[src/rtl/mux_rr_sched.sv]
// Round-robin scheduler driving the select of a shared 8:1 mux.
// A grant holds sel stable for up to MAX_BURST beats, then the search restarts after the last winner.
module mux_rr_sched #(
  parameter int N         = 8,
  parameter int SEL_W     = 3,
  parameter int MAX_BURST = 4
) (
  input  logic             clk,
  input  logic             rst_n,
  input  logic [N-1:0]     req,
  input  logic             out_ready,
  output logic [SEL_W-1:0] sel,
  output logic [N-1:0]     gnt,
  output logic             out_valid,
  output logic [7:0]       beat_cnt,
  output logic             busy
);

  localparam int         CNT_W     = 8;
  localparam logic [7:0] LAST_BEAT = 8'(MAX_BURST - 1);

  typedef enum logic [0:0] {
    ST_IDLE  = 1'b0,
    ST_GRANT = 1'b1
  } state_t;

  state_t             state_r, state_nxt_s;
  logic [SEL_W-1:0]   ptr_r, ptr_nxt_s;
  logic [SEL_W-1:0]   sel_r, sel_nxt_s;
  logic [N-1:0]       gnt_r, gnt_nxt_s;
  logic [CNT_W-1:0]   beat_r, beat_nxt_s;
  logic               valid_s, xfer_s, release_s;
  logic [SEL_W-1:0]   search_ptr_s;
  logic [SEL_W:0]     pick_s;

  // First requester at or after p (wrapping); MSB flags that one was found.
  // Scanning from the farthest offset down lets the nearest one overwrite the result.
  function automatic logic [SEL_W:0] rr_pick(input logic [N-1:0] r, input logic [SEL_W-1:0] p);
    logic [SEL_W:0]   res;
    logic [SEL_W-1:0] idx;
    res = '0;
    for (int k = N - 1; k >= 0; k--) begin
      idx = p + SEL_W'(k);
      if (r[idx]) begin
        res = {1'b1, idx};
      end else begin
        res = res;
      end
    end
    return res;
  endfunction

  // Next-state, handshake and re-pick logic.
  always_comb begin
    state_nxt_s  = state_r;
    ptr_nxt_s    = ptr_r;
    sel_nxt_s    = sel_r;
    gnt_nxt_s    = gnt_r;
    beat_nxt_s   = beat_r;
    valid_s      = 1'b0;
    xfer_s       = 1'b0;
    release_s    = 1'b0;
    search_ptr_s = ptr_r;
    pick_s       = '0;
    case (state_r)
      ST_IDLE: begin
        pick_s = rr_pick(req, ptr_r);
        if (pick_s[SEL_W]) begin
          state_nxt_s = ST_GRANT;
          sel_nxt_s   = pick_s[SEL_W-1:0];
          gnt_nxt_s   = {{(N-1){1'b0}}, 1'b1} << pick_s[SEL_W-1:0];
        end else begin
          state_nxt_s = ST_IDLE;
        end
      end
      ST_GRANT: begin
        valid_s   = req[sel_r];
        xfer_s    = valid_s & out_ready;
        release_s = ~req[sel_r] | (xfer_s & (beat_r == LAST_BEAT));
        if (release_s) begin
          // Search from just past the releasing requester so it only wins again when alone.
          search_ptr_s = sel_r + SEL_W'(1);
          pick_s       = rr_pick(req, search_ptr_s);
          ptr_nxt_s    = search_ptr_s;
          beat_nxt_s   = '0;
          if (pick_s[SEL_W]) begin
            state_nxt_s = ST_GRANT;
            sel_nxt_s   = pick_s[SEL_W-1:0];
            gnt_nxt_s   = {{(N-1){1'b0}}, 1'b1} << pick_s[SEL_W-1:0];
          end else begin
            state_nxt_s = ST_IDLE;
            gnt_nxt_s   = '0;
          end
        end else if (xfer_s) begin
          beat_nxt_s = beat_r + 8'd1;
        end else begin
          beat_nxt_s = beat_r;
        end
      end
      default: begin
        state_nxt_s = ST_IDLE;
        gnt_nxt_s   = '0;
        beat_nxt_s  = '0;
      end
    endcase
  end

  // State, pointer, select, grant and beat counter registers.
  always_ff @(posedge clk or negedge rst_n) begin
    if (!rst_n) begin
      state_r <= ST_IDLE;
      ptr_r   <= '0;
      sel_r   <= '0;
      gnt_r   <= '0;
      beat_r  <= '0;
    end else begin
      state_r <= state_nxt_s;
      ptr_r   <= ptr_nxt_s;
      sel_r   <= sel_nxt_s;
      gnt_r   <= gnt_nxt_s;
      beat_r  <= beat_nxt_s;
    end
  end

  assign sel       = sel_r;
  assign gnt       = gnt_r;
  assign beat_cnt  = beat_r;
  assign out_valid = valid_s;
  assign busy      = (state_r == ST_GRANT);

endmodule
[config.mk]
export PLATFORM = sky130hd
export DESIGN_NAME = mux_rr_sched
export DESIGN_NICKNAME = d
export VERILOG_FILES = /design/src/rtl/mux_rr_sched.sv
export SDC_FILE = /design/constraint.sdc
export NUM_CORES = 1
export LEC_CHECK = 0
export BUFFER_PORTS_ARGS = -buffer_cell sky130_fd_sc_hd__buf_2
export CORE_UTILIZATION = 35
export DETAILED_ROUTE_END_ITERATION = 16
export SLEW_MARGIN = 10
export SYNTH_ARGS = -nofsm -noshare
export SYNTH_HDL_FRONTEND = slang
export SYNTH_SLANG_ARGS = --single-unit
export TNS_END_PERCENT = 30
[constraint.sdc]
create_clock -name clk -period 3.75 [get_ports clk]
set_input_delay 0.375 -clock clk [delete_from_list [all_inputs] [get_ports clk]]
set_output_delay 0.375 -clock clk [all_outputs]
set_load 0.01 [all_outputs]
# --- Yosys cells after proc, flatten, opt, wreduce, memory -nomap -nowiden ---
# Index checks and enable logic that the tools add are counted.
totals:
  regBits: 23
  inputBits: 11
  out_inout_bits: 21
  elab_cells: 122
op_classes:
  add_sub_neg: 16
  magnitude_cmp: 17
  n_eq_ne: 4
  n_shift: 2
  mux: 68
  bitwise_logic: 5
  n_reduce_logical: 5
op_table:
  columns: ["op", "n"]
  rows:
  - ["4-bit 2-to-1 mux", 19]
  - ["3-bit by 4-bit < comparator with 1-bit output, second input constant", 17]
  - ["1-bit binary-select mux with 3-bit select", 17]
  - ["8-bit 2-to-1 mux", 5]
  - ["3-bit adder, second input constant", 8]
  - ["1-bit 2-to-1 mux", 21]
  - ["8-bit one-hot mux with 2 select lines", 1]
  - ["1-bit by 3-bit << shifter with 8-bit output, first input constant", 2]
  - ["3-bit by 2-bit adder with 3-bit output, second input constant", 4]
  - ["3-bit by 1-bit adder with 3-bit output, second input constant", 3]
  - ["3-bit 2-to-1 mux", 3]
  - ["8-bit by 1-bit adder with 8-bit output, second input constant", 1]
  - ["8-bit by 2-bit == test with 1-bit output, second input constant", 1]
  - ["2-bit by 1-bit inequality test with 1-bit output, second input constant", 3]
  - ["3-bit one-hot mux with 2 select lines", 1]
  - ["2-bit AND reduction", 3]
  - ["3-bit AND reduction", 1]
  - ["1-bit AND", 2]
  - ["1-bit inverter", 2]
  - ["1-bit one-hot mux with 2 select lines", 1]
  - ["2-bit nonzero test", 1]
  - ["1-bit bitwise OR", 1]

# --- Logic depth before layout (Yosys ltp) ---
# Gate-level depths: netlist (run 1).
depth:
  ltp_word: 18
  depth_mapped: 12

# --- Least setup slack after synthesis (run 1) ---
# OpenSTA, ideal clock, no wires.
synth_path:
  path_type: "reg2reg"
  startpoint: "register sel_r[0] (netlist: sel[0])"
  endpoint: "register gnt_r[0] (netlist: gnt[0])"
  setup_time_ns: 0.104
  arrival_ns: 3.412
  required_ns: 3.646
  setup_slack_ns: 0.235
  path_stages_with_launch: 13
  n_path_buf: 3
  synth_period_minus_slack_ns: 3.515
  cell_sequence: "dfrtp_1 -> buf_2 -> buf_2 -> clkinv_1 -> ha_1 -> buf_2 -> mux4_2 -> and2_1 -> o311ai_1 -> a21oi_1 -> a32o_1 -> and2_1 -> o311ai_1"
synth_between:
  elab_chain_len: 18
synth_rtl:
  columns: ["item", "line", "text"]
  rows:
  - ["start: declaration", "29", "logic [SEL_W-1:0] sel_r, sel_nxt_s;"]
  - ["start signal: assignment", "119", "sel_r <= sel_nxt_s;"]
  - ["3-bit by 1-bit adder with 3-bit output", "82", "search_ptr_s = sel_r + SEL_W'(1);"]
  - ["3-bit adder", "43", "idx = p + SEL_W'(k);"]
  - ["1-bit binary-select mux with 3-bit select", "44", "if (r[idx]) begin"]
  - ["1-bit 2-to-1 mux (implied by the code)", "44", null]
  - ["4-bit 2-to-1 mux (8 in series)", "44", null]
  - ["4-bit 2-to-1 mux", "80", "if (release_s) begin"]
  - ["4-bit 2-to-1 mux", "65", "case (state_r)"]
  - ["1-bit by 3-bit << shifter with 8-bit output", "89", "gnt_nxt_s = {{(N-1){1'b0}}, 1'b1} << pick_s[SEL_W-1:0];"]
  - ["8-bit 2-to-1 mux", "86", "if (pick_s[SEL_W]) begin"]
  - ["8-bit 2-to-1 mux", "80", null]
  - ["8-bit one-hot mux with 2 select lines", "65", null]
  - ["end signal: assignment", "120", "gnt_r <= gnt_nxt_s;"]
  - ["end: declaration", "30", "logic [N-1:0] gnt_r, gnt_nxt_s;"]
# Parallel ways exist; a longest one is shown, timed or not. The select of a mux whose other input is x is not followed.
# A chain may end at the register's enable or synchronous reset.

# --- Final worst setup path (run 1) ---
# Same ends and word-level chain as after synthesis.

==> results of run 1 <==
-- worst reg2reg max path, delay by kind of cell (launching register included) --
family                     cells  cell delay, ps
adders and majority gates      1             590
and+or+nand+nor                1             210
muxes                          1             620
buffers and inverters          1             200
AOI/OAI and AO/OA              4            1150
DFF                            1             390
-- state kept, by name, summed over array words and instances, names as in the netlist --
| signal | cells |
|---|---|
| busy | 1 |
| gnt | 8 |
| sel | 3 |
| ptr_r | 3 |
| beat_cnt | 8 |
-- routing by layer --
| metal | vias up | global-route usage | part of all wire |
|---|---|---|---|
| li1 | 1428 | - | - |
| met1 | 1521 | 0.273 | 0.46 |
| met2 | 105 | 0.300 | 0.48 |
| met3 | 12 | 0.0195 | 0.052 |
| met4 | 0 | 0.0368 | 0.012 |
| met5 | - | 0 | 0 |
-- cells by family after synthesis --
family / after synthesis / synth area share
simple gates: 115 / 0.175
compound gates: 87 / 0.217
mux: 69 / 0.326
flops: 23 / 0.171
buf+inv: 39 / 0.0551
fa+ha+maj: 5 / 0.0186
xor+xnor: 12 / 0.0376
-- synth_stat cells, types with 8 or more instances --
master,number
nand2_1,34
nor2_1,27
mux4_2,25
dfrtp_1,23
mux2i_1,23
a21oi_1,15
clkbuf_1,14
mux2_2,14
o211ai_1,11
inv_1,9
nand4_1,9
nor3_1,9
xor2_1,8
-- worst max path at each step --
stage / from / endpoint / depth (start not counted)
final: sel[0] / gnt[0] / 8
after global routing: ptr_r[1] / gnt[1] / 10
after floorplan: sel[0] / gnt[0] / 12
after global placement: sel[1] / gnt[2] / 8
after detailed placement: sel[0] / gnt[0] / 8
after CTS: sel[0] / gnt[0] / 8
-- layout make-up --
class | instances | area (µm²) | share of cell area
multi-input combinational | 288 | 2600 | 0.711
tap | 129 | 161 | 0.0442
clock inverter | 1 | 5.00 | 0.00137
sequential | 23 | 576 | 0.157
inverter | 13 | 48.8 | 0.0134
timing repair buffer | 40 | 223 | 0.0609
clock buffer | 3 | 41.3 | 0.0113
-- metrics by stage --
| stage | instance area [µm²] | std cells |
|---|---|---|
| floorplan | 3360 | 350 |
| global placement | 3610 | 493 |
| detailed placement | 3610 | 493 |
| CTS | 3650 | 497 |
| global route | 3650 | 497 |
| finish | 3650 | 497 |
==> impl_metrics.json, run 1 <==
{
  "r2r-end": "gnt[0]",
  "critical_path_buf_inv_count": 1,
  "final_util": 0.394,
  "detail-route-antenna-nets": 0,
  "htreeDepth": 1,
  "grt-ovfl-total": 0,
  "path_cells": "clkinv_1 > ha_1 > mux4_2 > a211oi_1 > o211ai_1 > a32o_1 > and2_1 > o311ai_1",
  "final_common_cell": "nand2_1",
  "holdWs_ps": 76.9,
  "cp_data_required_time_ps": 3920,
  "fp.coreArea_um2": 9280,
  "synth-main-ff-cell": "dfrtp_1",
  "dpl_worst_slack_ps": 535,
  "synth_top_area_cell": "dfrtp_1",
  "antenna_cells": 0,
  "grt_first_pass_wirelength_um": 15200,
  "hold_path.class": "input port to async pin",
  "place_congestion": 0.946,
  "finalSetupViolCount": 0,
  "grtUsageTotal": 0.187,
  "path_clk_slew_ps": 90,
  "fin_worst_skew_ps": 3.81,
  "io_buffers": 31,
  "holdBufCountCts": 0,
  "die_w_um": 100,
  "final_cell_mix": "nand2_1, buf_2, nor2_1",
  "slew_violations": 0,
  "drt-total-wl_um": 8990,
  "num_vias": 3066,
  "cts.sinks": 23,
  "cp-end-kind": "flip-flop",
  "drc": 0,
  "cts.repair.resized": 0,
  "fin_crit_sh": 0.868,
  "grt_pass1_vias": 2886,
  "synth-seq-area-share": 0.171,
  "wl_per_cell_um": 18.1,
  "yosys-top-cells-area": "dfrtp_1, mux4_2, mux2i_1",
  "fmax_ghz": 0.307,
  "rows": 35,
  "die_h_um": 100,
  "status": "complete, no violations",
  "dp_hpwl_um": 6640,
  "nets": 385,
  "cp_max_fo": 10,
  "start_util": 0.362,
  "num-fill-cells": 950,
  "drive_gt1_frac": 0.274,
  "synth_edf_count": 0,
  "slowest_delay_ps": 620,
  "hold_viol_final": 0,
  "dieArea_um2": 10000,
  "syn_avg_cell_area_um2": 9.60,
  "yosysWarnings": 0,
  "synth_top_area_share": 0.171,
  "period_minus_slack_ps": 3260,
  "area_growth_pct": 8.75,
  "tightest_slew_ps": 744,
  "netlist_area_um2": 3360,
  "worst-setup-path-type": "flip-flop to flip-flop",
  "grt_setup_unrepaired": "false",
  "cap_violations": 0,
  "tritoncts": "built",
  "synth_cell_types": 82,
  "crit_path_top_delay_cell": "mux4_2",
  "critPathLaunchType": "flip-flop",
  "insertion_delay_ps": 270,
  "reg2reg_depth": 8,
  "grt_start_max_net_pins": 32,
  "crit_family": "compound AO/OA/AOI/OAI gates",
  "rrSetupSlack_ps": 490,
  "synth-seq-cells": 23,
  "regToRegStartpoint": "sel[0]",
  "drt_iter0_drc": 257,
  "syn-num-nets": 366,
  "synthCells": 350,
  "antenna_found_initial": 0,
  "viasPerCell": 6.17,
  "cts_setup_buffers": 0,
  "drtPass1Iterations": 4,
  "cts_root_buf": "clkbuf_8",
  "worstPathArrival_ps": 3430,
  "slew_headroom": 0.502,
  "setup_slack_ps": 494,
  "io_pins": 32,
  "cts_max_path_buffers": 2,
  "async_flop_share": 1.00,
  "tns_ps": 0,
  "cts_buffers": 3
}
Power of run 1 is left out: the tool's default activity adds up to more than one toggle a clock period on the data nets, which glitch-free logic cannot reach.
==> run 2, diff against run 1 <==
==> constraint.sdc (replaced) <==
create_clock -name clk -period 3.75 [get_ports clk]
set_input_delay 0.75 -clock clk [delete_from_list [all_inputs] [get_ports clk]]
set_output_delay 0.75 -clock clk [all_outputs]
set_load 0.01 [all_outputs]
==> impl_metrics.json, run 2 (synthesis results as in run 1) <==
{
  "crit_cells": 10,
  "io_buffers": 31,
  "grt_setup_unrepaired": "false",
  "fmax_ghz": 0.313,
  "wl_per_cell_um": 18.1,
  "antenna_cells": 0,
  "dp_hpwl_um": 6710,
  "holdBufCountCts": 0,
  "htreeDepth": 1,
  "drt-total-wl_um": 9020,
  "drive_gt1_frac": 0.278,
  "crit_path_top_delay_cell": "ha_1",
  "start_util": 0.362,
  "viasPerCell": 6.20,
  "drc": 0,
  "num-fill-cells": 965,
  "grt-ovfl-total": 0,
  "antenna_found_initial": 0,
  "final_cell_mix": "nand2_1, buf_2, nor2_1",
  "rows": 35,
  "cts.sinks": 23,
  "hold_path.class": "input port to async pin",
  "path_clk_slew_ps": 90,
  "setup_slack_ps": 557,
  "slew_headroom": 0.526,
  "num_vias": 3092,
  "area_growth_pct": 9.20,
  "cts_max_path_buffers": 2,
  "finalSetupViolCount": 0,
  "fin_crit_sh": 0.851,
  "status": "complete, no violations",
  "cp_data_required_time_ps": 3910,
  "top_usage_layer": "met2",
  "die_w_um": 100,
  "hold_viol_final": 0,
  "gr-usage-met2": 0.304,
  "cap_violations": 0,
  "cp_max_fo": 16,
  "tightest_slew_ps": 712,
  "tritoncts": "built",
  "io_pins": 32,
  "detail-route-antenna-nets": 0,
  "dieArea_um2": 10000,
  "worst-setup-path-type": "flip-flop to flip-flop",
  "place_congestion": 0.910,
  "grt.met1_usage": 0.279,
  "period_minus_slack_ps": 3190,
  "grtUsageMet3": 0.0272,
  "critPathLaunchType": "flip-flop",
  "path_cells": "clkinv_1 > ha_1 > buf_4 > mux4_1 > mux2i_2 > and3b_1 > o31ai_1 > a211o_1 > nand2b_4 > o311ai_1",
  "die_h_um": 100,
  "reg2reg_depth": 10,
  "dpl_worst_slack_ps": 529,
  "slew_violations": 0,
  "cp-end-kind": "flip-flop",
  "grt_start_max_net_pins": 24,
  "insertion_delay_ps": 270,
  "grtUsageTotal": 0.191,
  "worstPathArrival_ps": 3350,
  "cts_setup_buffers": 0,
  "drt_iter0_drc": 170,
  "cts_root_buf": "clkbuf_8",
  "cts_buffers": 3,
  "nets": 387,
  "final_common_cell": "nand2_1",
  "grt_pass1_vias": 2998,
  "final_area_um2": 3670,
  "crit_family": "multiplexers",
  "slowest_delay_ps": 470,
  "fp.coreArea_um2": 9280,
  "grt_first_pass_wirelength_um": 15500,
  "dpl_cell_area_um2": 3620,
  "cts.repair.resized": 0,
  "tns_ps": 0,
  "fin_worst_skew_ps": 7.31,
  "drtPass1Iterations": 4,
  "critical_path_buf_inv_count": 2
}
run 2: cell types whose count changed in the layout (fill, tap and decap cells not counted), sizes merged:
cell  delta
buf      +2
run 2: metal layers:
layer / vias to the layer above / part of all wire
li1: 1434 / -
met1: 1540 / 0.46
met2: 116 / 0.47
met3: 2 / 0.066
met4: 0 / 0.0032
met5: - / 0
run 2: through the flow:
stage          std cells  hold slack (ps)  utilization
2_1_floorplan        350              454            -
3_3_place_gp         495              484        0.390
3_5_place_dp         495              482        0.390
4_1_cts              499              468        0.395
5_1_grt              499              491        0.395
6_report             499              445        0.395
run 2: layout make-up:
class	instances	area (µm²)	area share
Multi-Input combinational cell	288	2600	0.708
Inverter	13	48.8	0.0133
Sequential cell	23	576	0.157
Clock buffer	3	41.3	0.0113
Clock inverter	1	5.00	0.00136
Timing Repair Buffer	42	238	0.0648
Tap cell	129	161	0.0440
run 2: path summary, 6_finish.rpt:
check | from | slack, ps | endpoint
hold reg to reg | gnt[4] | 500 | gnt[4]
setup / recovery | sel[0] | 560 | gnt[1]
min in group clk | gnt[4] | 500 | gnt[4]
hold / removal | rst_n | 450 | gnt[6]
max in group asynchronous | rst_n | 2960 | gnt[5]
setup reg to reg | sel[0] | 560 | gnt[1]
Power of run 2 is left out for the same reason.
